$ cat src/rtl/fwd_hazard_unit_pkg.sv
// Shared constants and types for the forwarding / load-use hazard unit.
// Imported by the top level, the per-source select block and the testbench.
package fwd_hazard_unit_pkg;

   localparam logic FWD_SEL_REGFILE = 1'b0;
   localparam logic FWD_SEL_FORWARD = 1'b1;

   // Producer stage indices; a lower index is a younger producer.
   localparam int STG_EX  = 0;
   localparam int STG_MEM = 1;
   localparam int STG_WB  = 2;

   typedef enum logic {
      HZ_RUN   = 1'b0,
      HZ_STALL = 1'b1
   } hz_state_e;

endpackage

$ cat src/rtl/fwd_hazard_unit_src_select.sv
// Per-source forwarding select: the youngest stage with a registered hit supplies
// the operand; with no hit the output is zero and the register file value is used.
module fwd_src_select
   import fwd_hazard_unit_pkg::*;
#(
   parameter int XLEN    = 32,
   parameter int NUM_STG = 2
) (
   input  logic [NUM_STG-1:0]      hit,
   input  logic [NUM_STG*XLEN-1:0] rd_stg,
   output logic                    fwd_sel,
   output logic [XLEN-1:0]         fwd_data
);

   always_comb begin
      // NOTE: every output gets a default first so no path through the loop can infer a latch.
      fwd_sel  = FWD_SEL_REGFILE;
      fwd_data = '0;
      // Walk from the oldest stage down so the youngest hit is the last, winning, assignment.
      for (int k = NUM_STG - 1; k >= 0; k--) begin
         if (hit[k]) begin
            fwd_sel  = FWD_SEL_FORWARD;
            fwd_data = rd_stg[k*XLEN +: XLEN];
         end
      end
   end

endmodule

$ cat src/rtl/fwd_hazard_unit.sv
// Forwarding and load-use hazard unit: ID-stage source/destination matching,
// ID->EX hit registers, per-source operand forwarding and a load-use stall FSM.
module fwd_hazard_unit
   import fwd_hazard_unit_pkg::*;
#(
   parameter int XLEN     = 32,
   parameter int RA_W     = 5,
   parameter int NUM_SRC  = 2,
   parameter int NUM_STG  = 2,
   parameter int LOAD_LAT = 1,
   parameter int CNT_W    = 32
) (
   input  logic                    clk,
   input  logic                    rst,
   input  logic [NUM_SRC*RA_W-1:0] rs_id,
   input  logic [NUM_STG*RA_W-1:0] wr_stg,
   input  logic [NUM_STG-1:0]      we_stg,
   input  logic [NUM_STG*XLEN-1:0] rd_stg,
   input  logic                    ld_ex,
   input  logic                    hold_i,
   input  logic                    flush_i,
   output logic [NUM_SRC-1:0]      fwd_sel,
   output logic [NUM_SRC*XLEN-1:0] fwd_data,
   output logic                    stall_o,
   output logic [CNT_W-1:0]        stall_cnt
);

   localparam int LAT_W = (LOAD_LAT > 1) ? $clog2(LOAD_LAT) : 1;
   localparam logic [LAT_W-1:0] LAT_INIT = (LOAD_LAT > 1) ? LAT_W'(LOAD_LAT - 2) : '0;

   logic [NUM_SRC-1:0][NUM_STG-1:0] match;
   logic [NUM_SRC-1:0][NUM_STG-1:0] hit_d, hit_q;
   logic                            lu;
   hz_state_e                       state_d, state_q;
   logic [LAT_W-1:0]                lat_cnt_d, lat_cnt_q;
   logic [CNT_W-1:0]                stall_cnt_d, stall_cnt_q;

   // Source/destination compare; x0 is never a producer.
   always_comb begin
      match = '0;
      lu    = 1'b0;
      for (int s = 0; s < NUM_SRC; s++) begin
         for (int k = 0; k < NUM_STG; k++) begin
            match[s][k] = we_stg[k] && (wr_stg[k*RA_W +: RA_W] != '0) &&
                          (rs_id[s*RA_W +: RA_W] == wr_stg[k*RA_W +: RA_W]);
         end
         lu = lu | match[s][STG_EX];
      end
      lu = lu & ld_ex;
   end

   always_comb begin
      if (flush_i)     hit_d = '0;
      else if (hold_i) hit_d = hit_q;
      else             hit_d = match;
   end

   // Next-state process of the stall FSM.
   always_comb begin
      state_d   = state_q;
      lat_cnt_d = lat_cnt_q;
      if (flush_i) begin
         state_d   = HZ_RUN;
         lat_cnt_d = '0;
      end else begin
         case (state_q)
            HZ_RUN: begin
               if (lu && (LOAD_LAT > 1)) begin
                  state_d   = HZ_STALL;
                  lat_cnt_d = LAT_INIT;
               end
            end
            HZ_STALL: begin
               if (!hold_i) begin
                  if (lat_cnt_q == '0) state_d   = HZ_RUN;
                  else                 lat_cnt_d = lat_cnt_q - 1'b1;
               end
            end
            default: state_d = HZ_RUN;
         endcase
      end
   end

   // Output process of the stall FSM; reset masks the combinational load-use path.
   always_comb begin
      stall_o = (state_q == HZ_STALL) || (lu && !flush_i && !rst);
   end

   always_comb begin
      stall_cnt_d = stall_cnt_q;
      if (stall_o && (stall_cnt_q != '1)) stall_cnt_d = stall_cnt_q + 1'b1;
   end

   always_ff @(posedge clk or posedge rst) begin
      if (rst) begin
         hit_q       <= '0;
         state_q     <= HZ_RUN;
         lat_cnt_q   <= '0;
         stall_cnt_q <= '0;
      end else begin
         // NOTE: state is updated with non-blocking assignments so every flop samples pre-edge values.
         hit_q       <= hit_d;
         state_q     <= state_d;
         lat_cnt_q   <= lat_cnt_d;
         stall_cnt_q <= stall_cnt_d;
      end
   end

   assign stall_cnt = stall_cnt_q;

   for (genvar s = 0; s < NUM_SRC; s++) begin : g_src
      fwd_src_select #(
         .XLEN    (XLEN),
         .NUM_STG (NUM_STG)
      ) u_sel (
         .hit      (hit_q[s]),
         .rd_stg   (rd_stg),
         .fwd_sel  (fwd_sel[s]),
         .fwd_data (fwd_data[s*XLEN +: XLEN])
      );
   end

endmodule

$ cat config.mk
export PLATFORM = sky130hd
export DESIGN_NAME = fwd_hazard_unit
export DESIGN_NICKNAME = d
export VERILOG_FILES = /design/src/rtl/fwd_hazard_unit_pkg.sv /design/src/rtl/fwd_hazard_unit_src_select.sv /design/src/rtl/fwd_hazard_unit.sv
export SDC_FILE = /design/constraint.sdc
export NUM_CORES = 1
export LEC_CHECK = 0
export CAP_MARGIN = 20
export CORE_UTILIZATION = 40
export DETAILED_ROUTE_END_ITERATION = 6
export HOLD_SLACK_MARGIN = 0.08
export PLACE_DENSITY = 0.88
export REMOVE_ABC_BUFFERS = 1
export SLEW_MARGIN = 30
export SYNTH_ARGS = -nofsm -noshare
export SYNTH_HDL_FRONTEND = slang
export SYNTH_SLANG_ARGS = --single-unit
$ cat constraint.sdc
create_clock -name clk -period 5.8 [get_ports clk]
set_input_delay 0.58 -clock clk [delete_from_list [all_inputs] [get_ports clk]]
set_output_delay 0.58 -clock clk [all_outputs]
set_load 0.05 [all_outputs]
* Word-level counts from Yosys, hierarchy flattened
Index checks and enable logic that the tools add are counted.
** Storage, ports and cells
- Bits in registers :: 38
** Operators by class
- Add/sub/neg operators :: 2
- Eq/ne operators :: 6
- Mux-type cells :: 18
- Bitwise logic cells :: 2
- Reduce and logical (&&, ||, !) cells :: 16
** Operator list (count)
- two-way mux 32 bit :: 4
- adder 32 x 1 -> 32 bit, second input constant :: 1
- != test 32 bit, second input constant :: 1
- == test 5 bit :: 4
- two-way mux 1 bit :: 12
- nonzero test 5 bit :: 2
- logical AND 1 bit :: 9
- two-way mux 4 bit :: 2
- logical NOT 1 bit :: 2
- != test 2 x 1 -> 1 bit, second input constant :: 1
- AND reduction 2 bit :: 1
- nonzero test 2 bit :: 1
- bitwise AND 1 bit :: 1
- logical OR 1 bit :: 1
- bitwise OR 1 bit :: 1
- subtractor 1 bit, second input constant :: 1

* Logic depth before layout (Yosys ltp)
Gate-level depths: netlist of run 1.
- Depth in word-level cells :: 9
- Mapped depth :: 9

* Cells and area by module
A second synthesis of run 1 with hierarchy kept.
** Second synthesis, totals
- Cells, all modules :: 274
- Area total of the unflattened synthesis :: 2720.1 um^2
** Modules (own cells, without submodules)
- fwd_hazard_unit :: instances 1, cells an instance 184, area each 1984.4 um^2, sequential area each 925.9 um^2
- fwd_src_select :: instances 2, cells an instance 45, area each 367.9 um^2, sequential area each 0.0 um^2

* Worst setup path before layout of run 1
Ideal clock, no wire load.
- Path kind :: register to output
- Start point :: register hit_q[1] (netlist bit)
- End point :: output fwd_data[10]
- Arrival :: 1.929 ns
- Data required time :: 5.220 ns
- Slack :: 3.291 ns
- Cell stages (with the launch flop) :: 5
- Path buffers :: 2
- Path through :: dfrtp_1 > clkbuf_1 > clkbuf_1 > nand2_1 > o21ai_0
** On the way
- Word-level cells in the longest chain between the ends :: 2
** RTL lines
- from (decl) :: line fwd_hazard_unit.sv:32 : logic [NUM_SRC-1:0][NUM_STG-1:0] hit_d, hit_q;
- from (signal assigned) :: line fwd_hazard_unit.sv:102 : hit_q <= hit_d;
- two-way mux 32 bit (2 in series) :: line fwd_hazard_unit_src_select.sv:21 : if (hit[k]) begin
- to (decl) :: line fwd_hazard_unit.sv:23 : output logic [NUM_SRC*XLEN-1:0] fwd_data,
No other way between the ends.

* Worst setup path in the final report of run 1
- Start point :: input wr_stg[1]
- End point :: output stall_o
** On the way
- Word-level cells in the longest chain between the ends :: 8
- Elaborated cells on any way between the ends :: 11
- Those cells by class :: eq/ne: 2; bitwise: 2; reduce/logical: 7
** RTL lines
- from (decl) :: line fwd_hazard_unit.sv:16 : input logic [NUM_STG*RA_W-1:0] wr_stg,
- nonzero test 5 bit :: line fwd_hazard_unit.sv:44 : match[s][k] = we_stg[k] && (wr_stg[k*RA_W +: RA_W] != '0) &&
- logical AND 1 bit (2 in series) :: line fwd_hazard_unit.sv:44
- bitwise OR 1 bit (*) :: line fwd_hazard_unit.sv:47 : lu = lu | match[s][STG_EX];
- bitwise AND 1 bit (*) :: line fwd_hazard_unit.sv:49 : lu = lu & ld_ex;
- logical AND 1 bit (*) (2 in series) :: line fwd_hazard_unit.sv:86 : stall_o = (state_q == HZ_STALL) || (lu && !flush_i && !rst);
- logical OR 1 bit (*) :: line fwd_hazard_unit.sv:86
- to (decl) :: line fwd_hazard_unit.sv:24 : output logic stall_o,
Every way passes the cells marked *; elsewhere a longest branch is shown, timed or not.

==> flow_metrics.tcl, run 1 <==
set metrics [dict create \
    slew_headroom 0.496 \
    crit_path_max_incr_delay_ns 0.74 \
    antenna_found_initial 0 \
    firstDrtPassIters 4 \
    cap_violations 0 \
    synth_most_common_cell "nand2_1" \
    async_flop_share 1.00 \
    power.leakage_uw 0.00191 \
    startpoint_type "input pin" \
    vias_per_cell 5.35 \
    fillCellCount 523 \
    final.setup_skew_ns 0.00208 \
    clk_pin_slew_ns 0.07 \
    min_period_ns 3.43 \
    synth_area_um2 2890 \
    hold_ws_ns 0.500 \
    cts_buffer_depth 2 \
    worstHoldEndpoint "state_q" \
    io_pins 190 \
    holdBufCountCts 0 \
    synth_top_family_by_area "simple AND/OR/NAND/NOR gates" \
    peakVddDrop_mv 0.122 \
    yosys.area.top_type_share 0.320 \
    syn_area_per_cell_um2 8.21 \
    final_util 0.714 \
    synth_edf_count 0 \
    r2r_end "stall_cnt[1]" \
    clk_root_buffer_cell "clkbuf_8" \
    yosys_warnings 0 \
    muxShareOfSynthArea 0.00390 \
    max_freq_mhz 292 \
    min_from "state_q" \
    hold_depth 1 \
    cp_num_cells 6 \
    routed_wl_mm 10.8 \
    place_hpwl_mm 8.57 \
    clock_latency_ns 0.29 \
    vias 3326 \
    status "complete, no violations" \
    ys.flop_type "dfrtp_1" \
    postCtsSetupRepairBufs 0 \
    rr_worst_depth 6 \
    dieWidth_um 87.0 \
    io_buffers 189 \
    yosysTopAreaCell "dfrtp_1" \
    synth.area.top_cells "dfrtp_1 (32%), nand2_1 (11%), a22o_1 (9.4%)" \
    cp_top_family "buffers and inverters" \
    synth_cell_types 40 \
    drt_iter0_markers 126 \
    final.setup.tns_ns 0 \
    netlist_instances 352 \
    cts_made_buffers 5 \
    worstPathArrival_ns 2.85 \
    hold_viol 0 \
    cts_tree "built" \
    yosys-top-cells-count "nand2_1 (85), dfrtp_1 (37), o21ai_0 (35)" \
    post-route-period-util 0.591 \
    worstMarginPinSlew_ns 0.754 \
    worstPathRequired_ns 5.22 \
    grt_pass1_wl_mm 15.8 \
    drive_gt1_frac 0.0627 \
    layout.nets 617 \
    synth_seq_cells 37 \
    synth-xor-area-share 0.155 \
    overflow 0 \
    cts.sinks 37 \
    core_region_area_um2 6870 \
    place.gp.congestion 0.870 \
    post_cts_resized 0 \
    h-tree-depth 2 \
    grt_pass1_vias 3039 \
    synth_fa_ha_area_frac 0.00433 \
    synth-simple-area-share 0.287 \
    ant_nets 0 \
    hold_class "reg2reg" \
    drc 0 \
    diodes 0 \
    report.final.slew_viol_count 0 \
    grt_max_degree 67 \
    crit_path_max_fanout 6 \
    wl_per_cell_um 17.4 \
    track_usage 0.269 \
    worst-path-buf-inv 2 \
    path_common_cell "clkdlybuf4s50_1" \
    p_per_area_nw_per_um2 120 \
    critPathSlowestCell "clkdlybuf4s50_1" \
    area_delta_synth_final_pct 69.7 \
    path_cells "clkdlybuf4s50_1 -> or4_1 -> o21ai_2 -> o21a_1 -> a31oi_4 -> clkdlybuf4s50_1" \
    dieArea_um2 7570 \
    rows 30 \
    synth_seq_area_share 0.320 \
    r2r-start "stall_cnt[8]" \
    die_h_um 87.0 \
    endpoint_kind "output port" \
    initial_utilization 0.421 \
    rsz0062_at_grt "no" \
    r2r_slack_ns 3.60 \
    synth_compound_area_frac 0.178 \
    setup_viol_count_final 0 \
    worstSetupPathType "in2out" \
]
## final cells by class
| type | instances | area, um^2 | share of cell area |
|---|---|---|---|
| Timing Repair Buffer | 191 | 1920 | 0.391 |
| Multi-Input combinational cell | 284 | 1820 | 0.372 |
| Sequential cell | 37 | 930 | 0.190 |
| Tap cell | 96 | 120 | 0.0245 |
| Clock buffer | 8 | 90.1 | 0.0184 |
| Inverter | 6 | 22.5 | 0.00459 |
## through the flow
stage	total power, uW	area [um^2]	setup slack [ns]	cells
after floorplan	315	2760	2.83	327
after global placement	406	4790	2.20	613
after detailed placement	409	4790	2.41	613
after CTS	590	4880	2.37	621
after global routing	609	4900	2.27	622
final	590	4900	2.37	622
## flip-flops by register name, summed over array words and instances (netlist names)
register,count
stall_cnt,32
hit_q,4
state_q,1
## power by group
part / total [uW] / leakage (uW) / internal [uW] / switching (uW)
clock: 185 / 0.0000455 / 96.9 / 88.3
sequential: 264 / 0.000490 / 260 / 3.82
combinational: 140 / 0.00138 / 77.2 / 63.1
total: 589 / 0.00191 / 434 / 155
## placed cells by master, fill, tap and decap left out, types with 3 or more instances in the layout
cell             instances
clkdlybuf4s50_1        189
nand2_1                 85
o21ai_0                 35
dfrtp_1                 34
xor2_1                  31
a22o_1                  31
xnor2_1                 20
nand3_1                 12
nor3_1                  11
nor2_1                  10
inv_1                    6
nor4_1                   6
clkbuf_8                 6
nor4_2                   5
and3_1                   4
dfrtp_2                  3
## worst reg2reg max path, stage by stage, from the launching register on
cell	delay [ns]
dfrtp_1	0.45
and4_1	0.25
nand3_1	0.21
nor2_1	0.27
nand3_1	0.21
nand2_4	0.32
mux2_2	0.38
## kinds of logic (layout without fill, tap and decap cells)
family                   count (synthesis)  after routing
AO/OA/AOI/OAI                           73             73
multiplexers                             1              1
adder cells (fa/ha/maj)                  1              1
AND/OR/NAND/NOR                        158            158
XOR/XNOR                                51             51
buffers and inverters                   31            205
flip-flops                              37             37
## worst max-delay path by stage
stage,slack (ns),from,end
2_1_floorplan,2.83,hit_q[2],fwd_data[32]
3_3_place_gp,2.20,hit_q[2],fwd_data[63]
3_5_place_dp,2.41,wr_stg[2],stall_o
4_1_cts,2.37,wr_stg[1],stall_o
5_1_grt,2.27,wr_stg[2],stall_o
6_report,2.37,wr_stg[1],stall_o
## routing by layer
metal | global-route usage | vias to the layer above | routed length [um]
li1 | - | 1569 | -
met1 | 0.354 | 1559 | 4380
met2 | 0.459 | 182 | 5300
met3 | 0.0512 | 16 | 922
met4 | 0.0545 | 0 | 225
met5 | 0 | - | 0
Note: power is estimated with default switching activity, not from simulation.
==> inputs of run 2 (changes only) <==
--- a/config.mk
+++ b/config.mk
@@ -6,10 +6,10 @@
 export NUM_CORES = 1
 export LEC_CHECK = 0
 export CAP_MARGIN = 20
-export CORE_UTILIZATION = 40
+export CORE_UTILIZATION = 37
 export DETAILED_ROUTE_END_ITERATION = 6
 export HOLD_SLACK_MARGIN = 0.08
-export PLACE_DENSITY = 0.88
+export PLACE_DENSITY = 0.82
 export REMOVE_ABC_BUFFERS = 1
 export SLEW_MARGIN = 30
 export SYNTH_ARGS = -nofsm -noshare
==> constraint.sdc (replaced) <==
create_clock -name clk -period 3.2 [get_ports clk]
set_input_delay 0.32 -clock clk [delete_from_list [all_inputs] [get_ports clk]]
set_output_delay 0.32 -clock clk [all_outputs]
set_load 0.05 [all_outputs]
==> run 2 against run 1 <==
Compared with the run above: first-iteration DRC count decreased by 7.1%; flip-flop and latch count unchanged; wire length decreased by 12%; power increased by 78%; highest routed layer unchanged; clock-buffer cell count decreased by 1; core utilization decreased by 5.2 points; register-to-register slack got worse by 2.6 ns.
==> flow_metrics.tcl, run 2 (same netlist as run 1, synthesis figures left out) <==
set metrics [dict create \
    startpoint_type "input pin" \
    grt_pass1_wl_mm 15.3 \
    drt_iter0_markers 117 \
    worstMarginPinSlew_ns 0.561 \
    clock_latency_ns 0.28 \
    h-tree-depth 2 \
    p_per_area_nw_per_um2 214 \
    dieArea_um2 8170 \
    min_period_ns 2.82 \
    intPower_uw 782 \
    swShare 0.256 \
    power.switching_uw 269 \
    holdBufCountCts 0 \
    r2r_end "stall_cnt[1]" \
    cts_made_buffers 5 \
    postCtsSetupRepairBufs 0 \
    seq_area_um2 926 \
    overflow 0 \
    path_common_cell "clkdlybuf4s50_1" \
    r2r_slack_ns 0.99 \
    layout.nets 620 \
    power.leakage_uw 0.00193 \
    wl_per_cell_um 15.3 \
    core_region_area_um2 7410 \
    hold_class "in2async" \
    final.setup_skew_ns 0.00459 \
    combinationalPowerShare 0.240 \
    rsz0062_at_grt "no" \
    ant_nets 0 \
    largest_register_ffs 32 \
    place_hpwl_mm 7.39 \
    post-route-period-util 0.881 \
    worstSetupPathType "in2out" \
    io_buffers 189 \
    firstDrtPassIters 5 \
    slew_headroom 0.626 \
    die_h_um 90.4 \
    status "complete, no violations" \
    mostFrequentLayoutCell "clkdlybuf4s50_1" \
    peakVddDrop_mv 0.210 \
    path_cells "clkdlybuf4s50_1 -> or4_1 -> o21ai_2 -> o21a_1 -> a31oi_4 -> clkdlybuf4s50_1" \
    rr_worst_depth 6 \
    final_cell_mix "clkdlybuf4s50_1 (189), nand2_1 (85), dfrtp_1 (37)" \
    initial_utilization 0.390 \
    area_delta_synth_final_pct 69.7 \
    crit_path_max_incr_delay_ns 0.73 \
    r2r-start "stall_cnt[8]" \
    worstPathArrival_ns 2.50 \
    fillCellCount 607 \
    clk_pin_slew_ns 0.07 \
    grt_pass1_vias 2956 \
    cts_buffer_depth 2 \
    dieWidth_um 90.4 \
    cap_violations 0 \
    grt_max_degree 67 \
    final.setup.tns_ns 0 \
    clk_root_buffer_cell "clkbuf_8" \
    design_area_um2 4900 \
    antenna_found_initial 0 \
    cts_tree "built" \
    critPathSlowestCell "clkdlybuf4s50_1" \
    rows 31 \
    seqPwrFrac 0.453 \
    place.gp.congestion 0.851 \
    multi_input_area_um2 1820 \
    cts.sinks 37 \
    hold_viol 0 \
    post_cts_resized 0 \
    setup_viol_count_final 0 \
    endpoint_kind "output port" \
    io_pins 190 \
    vias_per_cell 5.14 \
    worstPathRequired_ns 2.88 \
    drive_gt1_frac 0.0625 \
    vias 3222 \
    power.share.clock 0.308 \
    place_area_um2 4820 \
    track_usage 0.230 \
    max_freq_mhz 355 \
    routed_wl_mm 9.57 \
    drc 0 \
    crit_path_max_fanout 6 \
    diodes 0 \
    report.final.slew_viol_count 0 \
]
[run 2: area by class of cell]
| class | instances | share of cell area |
|---|---|---|
| Clock buffer | 7 | 0.0176 |
| Inverter | 6 | 0.00459 |
| Multi-Input combinational cell | 284 | 0.370 |
| Sequential cell | 37 | 0.189 |
| Tap cell | 99 | 0.0253 |
| Timing Repair Buffer | 194 | 0.393 |
[run 2: critical path: cells and delay by family]
family / cells / cell delay (ns)
buffers and inverters: 2 / 1.19
AND/OR/NAND/NOR: 1 / 0.55
AO/OA/AOI/OAI: 3 / 0.43
[run 2: per-layer routing]
layer / up-vias / share of wire / track usage
li1: 1570 / - / -
met1: 1497 / 0.42 / 0.296
met2: 136 / 0.49 / 0.385
met3: 19 / 0.066 / 0.0480
met4: 0 / 0.024 / 0.0685
met5: - / 0 / 0
[run 2: stage by stage]
stage               utilization  power (uW)  hold slack, ns  setup slack [ns]  instances
finish                    0.662        1050           0.492             0.381        627
detailed placement        0.650         736           0.480             0.385        620
global route              0.662        1090           0.514             0.290        627
global placement          0.650         732           0.472             0.392        620
CTS                       0.662        1060           0.497             0.380        627
floorplan                     -         572           0.386             0.486        327
[run 2: how the worst max path moves through the flow]
stage / from / to / slack [ns]
after floorplan: hit_q[2] / fwd_data[32] / 0.49
after global placement: wr_stg[1] / stall_o / 0.39
after detailed placement: wr_stg[1] / stall_o / 0.38
after CTS: wr_stg[1] / stall_o / 0.38
after global routing: wr_stg[1] / stall_o / 0.29
final: wr_stg[1] / stall_o / 0.38
[run 2: power groups by stage]
stage | Clock [uW] | Combinational, uW | Sequential, uW
final | 323 | 252 | 476
after global routing | 347 | 268 | 476
after CTS | 330 | 253 | 476
after detailed placement | 0 | 251 | 485
after global placement | 0 | 247 | 485
after floorplan | 0 | 71.2 | 501
==> inputs of run 3 (changes only) <==
--- a/config.mk
+++ b/config.mk
@@ -11,6 +11,7 @@
 export HOLD_SLACK_MARGIN = 0.08
 export PLACE_DENSITY = 0.82
 export REMOVE_ABC_BUFFERS = 1
+export SETUP_SLACK_MARGIN = 0.02
 export SLEW_MARGIN = 30
 export SYNTH_ARGS = -nofsm -noshare
 export SYNTH_HDL_FRONTEND = slang
==> results of run 3 <==
Final layout, timing and power as in run 2 (identical DEF).
